### config.mk
export PLATFORM = sky130hd
export DESIGN_NAME = scan_dff_bank
export DESIGN_NICKNAME = d
export VERILOG_FILES = /design/src/rtl/scan_dff_bank.sv
export SDC_FILE = /design/constraint.sdc
export NUM_CORES = 1
export LEC_CHECK = 0
export ABC_AREA = 1
export BUFFER_PORTS_ARGS = -buffer_cell sky130_fd_sc_hd__buf_2
export CAP_MARGIN = 30
export CORE_UTILIZATION = 49
export CTS_CLUSTER_DIAMETER = 40
export DETAILED_ROUTE_END_ITERATION = 6
export GPL_TIMING_DRIVEN = 0
export PLACE_DENSITY = 0.78
export SETUP_SLACK_MARGIN = 0.4
export SKIP_LAST_GASP = 1
export SLEW_MARGIN = 0
export SYNTH_ARGS = -nofsm -noshare
export SYNTH_HDL_FRONTEND = slang
export SYNTH_SLANG_ARGS = --single-unit
### constraint.sdc
create_clock -name CK -period 1.3 [get_ports CK]
set_input_delay 0.13 -clock CK [delete_from_list [all_inputs] [get_ports CK]]
set_output_delay 0.13 -clock CK [all_outputs]
set_load 0.01 [all_outputs]
### src/rtl/scan_dff_bank.sv
`default_nettype none
// ============================================================================
// scan_dff_bank : bank of mux-scan flops in CHAINS chains of LEN bits, with
//                 saturating shift counter and optional MISR compaction.
// Revision      : 1.0
// ============================================================================
module scan_dff_bank #(
    parameter int                CHAINS = 2,
    parameter int                LEN    = 4,
    parameter int                SIG_W  = 16,
    parameter logic [SIG_W-1:0]  POLY   = 16'h002D,
    parameter int                CNT_W  = $clog2(LEN + 1)
) (
    input  logic                     CK,
    input  logic                     RST,
    input  logic                     EN,
    input  logic                     SE,
    input  logic [CHAINS*LEN-1:0]    D,
    input  logic [CHAINS-1:0]        SI,
    output logic [CHAINS*LEN-1:0]    Q,
    output logic [CHAINS-1:0]        SO,
    input  logic                     MISR_EN,
    input  logic                     MISR_CLR,
    output logic [SIG_W-1:0]         SIG,
    output logic [CNT_W-1:0]         SHIFT_CNT,
    output logic                     SHIFT_DONE
);

    localparam logic [CNT_W-1:0] C_CNT_MAX = CNT_W'(LEN);

    logic [CHAINS*LEN-1:0] r_q;
    logic [CHAINS*LEN-1:0] w_q_shift;
    logic [SIG_W-1:0]      r_sig;
    logic [SIG_W-1:0]      w_so_ext;
    logic [SIG_W-1:0]      w_sig_next;
    logic [CNT_W-1:0]      r_cnt;
    logic                  w_shift;
    logic                  w_capture;

    if (CHAINS < 1 || CHAINS > SIG_W) begin : g_bad_chains
        $error("scan_dff_bank: CHAINS must be in 1..SIG_W");
    end
    if (LEN < 1) begin : g_bad_len
        $error("scan_dff_bank: LEN must be >= 1");
    end
    if (SIG_W < 2) begin : g_bad_sig_w
        $error("scan_dff_bank: SIG_W must be >= 2");
    end

    assign w_shift   = EN & SE;
    assign w_capture = EN & ~SE;

    for (genvar c = 0; c < CHAINS; c++) begin : g_chain
        if (LEN == 1) begin : g_len1
            assign w_q_shift[c] = SI[c];
        end else begin : g_lenn
            assign w_q_shift[c*LEN +: LEN] = {r_q[c*LEN +: LEN-1], SI[c]};
        end
        assign SO[c] = r_q[c*LEN + LEN - 1];
    end

    // Signature folds in the scan-out bits present before the shifting edge.
    always_comb begin
        w_so_ext               = '0;
        w_so_ext[CHAINS-1:0]   = SO;
        w_sig_next             = {r_sig[SIG_W-2:0], 1'b0}
                               ^ (r_sig[SIG_W-1] ? POLY : '0)
                               ^ w_so_ext;
    end

    always_ff @(posedge CK) begin
        if (RST) begin
            r_q   <= '0;
            r_cnt <= '0;
        end else if (w_shift) begin
            r_q <= w_q_shift;
            if (r_cnt != C_CNT_MAX) begin
                r_cnt <= r_cnt + 1'b1;
            end
        end else if (w_capture) begin
            r_q   <= D;
            r_cnt <= '0;
        end
    end

    always_ff @(posedge CK) begin
        if (RST || MISR_CLR) begin
            r_sig <= '0;
        end else if (w_shift && MISR_EN) begin
            r_sig <= w_sig_next;
        end
    end

    assign Q          = r_q;
    assign SIG        = r_sig;
    assign SHIFT_CNT  = r_cnt;
    assign SHIFT_DONE = (r_cnt == C_CNT_MAX);

endmodule
`default_nettype wire

==> impl_metrics.py <==
metrics = {
    "timing": {
        "final.min_clock_period_ns": 1.277,
        "worst_hold_slack_ns": 0.006139,
        "setup_slack_ns": 0.02310,
        "finalSetupViolations": 0,
        "totalNegativeSetupSlack_ns": 0,
        "maxSlewHeadroom_pct": 75.96,
        "worst_margin_pin_slew_ns": 0.3603,
        "finClkSkew_ns": 0.005433,
        "timing_max_transition_violations_final": 0,
        "max_clock_freq_mhz": 783.1,
        "period_share_pct": 98.22,
        "grt_setup_unrepaired": "yes",
        "finalHoldViolations": 0,
    },
    "global_routing": {
        "first_pass_grt_wire_length_mm": 5.789,
        "number_of_antenna_violations_at_the_first_check_in_global_routing": 0,
        "first_global_vias": 1366,
        "overflow": 0,
        "grt_util_all_layers_pct": 26.76,
        "pin_count_of_the_biggest_net_entering_global_routing": 16,
    },
    "placement": {
        "post_dp_cell_area_mm2": 0.001623,
        "input_output_buffers": 45,
        "dpl.hpwl_mm": 1.963,
        "globalplace.congestion": 0.7544,
        "pre_cts_ws_ns": 0.03720,
    },
    "logic_synthesis": {
        "synth_warnings": 0,
        "post_synth_fa_ha_maj_area_fraction_pct": 1.878,
        "synth.top_cell.area_share_pct": 40.56,
        "synth_sequential_area_ratio_pct": 40.56,
        "syn-instance-count": 194,
        "synth.area.mux_share_pct": 0,
        "synth_xor_area_share_pct": 0,
        "syn_area_per_cell_um2": 6.869,
        "synth.distinct_cells": 20,
        "leading_cell_types_by_total_area_after_synthesis": "dfxtp_1 41%, nand2_1 18%, buf_4 7.3%",
        "netlist_area_mm2": 0.001333,
        "ys_ff_latch": 27,
        "yosys.area_share.simple_pct": 32.30,
        "synth_area_leader_cell": "dfxtp_1",
        "synth.net_count": 212,
        "dominant_combinational_cell_family_by_area_after_synthesis": "simple AND/OR/NAND/NOR gates",
        "compound_gate_portion_of_the_synthesized_area_pct": 8.451,
    },
    "worst_hold_path": {
        "holdCritPathClass": "primary input to flop",
    },
    "layout": {
        "fillers": 125,
        "fin_nets": 296,
        "post-route-cell-area_mm2": 0.002272,
        "areaGrowthSynthToFinish_pct": 70.52,
        "layout-drive-gt1-share_pct": 57.76,
        "num_antenna_cells": 0,
        "postLayoutCoreUtil_pct": 90.08,
    },
    "clocking": {
        "clock_tree.htree_level_count": 1,
        "buffers_from_clock_root_to_sink_at_most": 2,
        "cts_sinks": 27,
        "cts_tree": "built",
        "cts_inserted_buffers": 3,
        "clock_pin_slew_of_the_registers_on_the_worst_case_setup_and_hold_paths_ns": 0.16,
        "worst_skew_pair.late_latency_ns": 0.33,
        "cts-root-buf": "clkbuf_4",
        "holdBufCountCts": 0,
    },
    "floorplanning": {
        "core_mm2": 0.002522,
        "initial_utilization_pct": 52.83,
        "top_level_ports": 46,
        "die-area_mm2": 0.002932,
        "core.rowCount": 18,
        "vertical_die_dimension_um": 54.15,
        "fp.dieW_um": 54.15,
    },
    "critical_path": {
        "cp_arrival_ns": 1.15,
        "cp.required_ns": 1.17,
        "cp_max_fo": 2,
        "worst-setup-path-type": "flop to output pin",
        "setup.worst_path.end_class": "output pin",
        "cp-start-kind": "flop",
    },
    "detailed_routing": {
        "route.vias.total": 1642,
        "drt-total-wl_mm": 4.889,
        "detail_route.first_pass.iterations": 5,
        "drt-vias-per-instance": 5.349,
        "route.detailed.drc": 0,
        "routedWlPerCell_um": 15.93,
        "route.antenna.remaining_nets": 0,
        "drtIter0Drc": 58,
    },
    "power_and_ir_drop": {
        "ir_drop_uv": 642.3,
        "cellLeakagePower_uw": 0.001181,
        "power_density_mw_per_mm2": 709.8,
    },
    "outcome": {
        "result_of_the_run": "finished clean",
    },
    "flow_run": {
        "drv_cap": 0,
    },
}
[logic make-up after synthesis]
logic type	count (synthesis)
fa+ha+maj	2
compound gates	20
simple gates	103
flops	27
buf+inv	42
[per-stage QoR]
| step | power (uW) | std cells |
|---|---|---|
| finish | 1613 | 307 |
| detailed placement | 1100 | 269 |
| CTS | 1534 | 299 |
| global route | 1663 | 307 |
| floorplan | 1023 | 194 |
| global placement | 1096 | 269 |
[repair_timing]
item | in CTS | in global routing
setup endpoints to repair | 40 | 41
setup buffers | 26 | 8
pin swaps | 4 | 13
resized for setup | 76 | 36
[layout by cell type, fill, tap and decap left out]
cell type | synthesis | layout
a21boi_1 | 0 | 4
a21boi_2 | 0 | 1
a21oi_2 | 0 | 3
buf_2 | 0 | 15
buf_4 | 13 | 25
buf_6 | 2 | 54
clkbuf_2 | 0 | 1
clkbuf_4 | 0 | 3
clkinv_1 | 2 | 2
clkinv_2 | 0 | 1
dfxtp_2 | 0 | 22
dfxtp_4 | 0 | 5
ha_1 | 2 | 1
ha_4 | 0 | 1
inv_1 | 22 | 13
inv_2 | 1 | 8
inv_4 | 1 | 3
nand2_1 | 64 | 55
nand2_2 | 1 | 8
nand2_4 | 0 | 2
nand3_1 | 10 | 9
nand3_2 | 0 | 1
nand4_1 | 1 | 1
nor2_1 | 22 | 21
nor2_2 | 4 | 5
nor2_8 | 1 | 1
o21ai_0 | 9 | 7
o21ai_1 | 3 | 4
o21ai_2 | 0 | 1
[state kept, by name (all words and copies together) (netlist names)]
| register | count |
|---|---|
| Q | 8 |
| SHIFT_CNT | 3 |
| SIG | 16 |
[synth_stat cells, drive strengths merged]
cell    number
a21oi        3
buf         15
nand2       65
dfxtp       27
clkinv       2
nor2        27
nand3       10
o21ai       12
nand4        1
inv         24
ha           2
a21boi       5
clkbuf       1
[routing by layer]
metal  global-route usage, %  routed length (um)
met5                       0                   0
met4                   9.402                 260
met3                   4.237                 419
met2                   48.17                2422
met1                   31.52                1786
[where the power goes]
group / switching [uW] / total, uW / internal (uW)
combinational: 173 / 346 / 173
clock: 279 / 394 / 115
sequential: 24.1 / 873 / 849
[worst paths after layout]
path | startpoint | slack (ns) | cells after the start | end
setup reg to reg | SHIFT_CNT[1] | 0.09 | 6 | SHIFT_CNT[2]
hold reg to reg | SHIFT_CNT[2] | 0.55 | 2 | SHIFT_CNT[2]
setup / recovery | SHIFT_CNT[1] | 0.02 | 5 | SHIFT_DONE
hold / removal | RST | 0.006 | 2 | SHIFT_CNT[1]
[cell type report]
type / count / area [um^2] / area share (%)
Tap cell: 30 / 37.54 / 1.652
Clock buffer: 3 / 22.52 / 0.9912
Buffer: 16 / 173.9 / 7.654
Sequential cell: 27 / 586.8 / 25.83
Clock inverter: 1 / 5.005 / 0.2203
Timing Repair Buffer: 79 / 701.9 / 30.89
Inverter: 26 / 105.1 / 4.626
Multi-Input combinational cell: 125 / 639.4 / 28.14
[worst max-delay path, cell delays in order, from the launching register on]
cell,delay (ns)
dfxtp_4,0.40
inv_4,0.04
ha_4,0.16
nand2_4,0.07
inv_2,0.04
buf_6,0.11
Note: power is estimated with default switching activity, not from simulation.
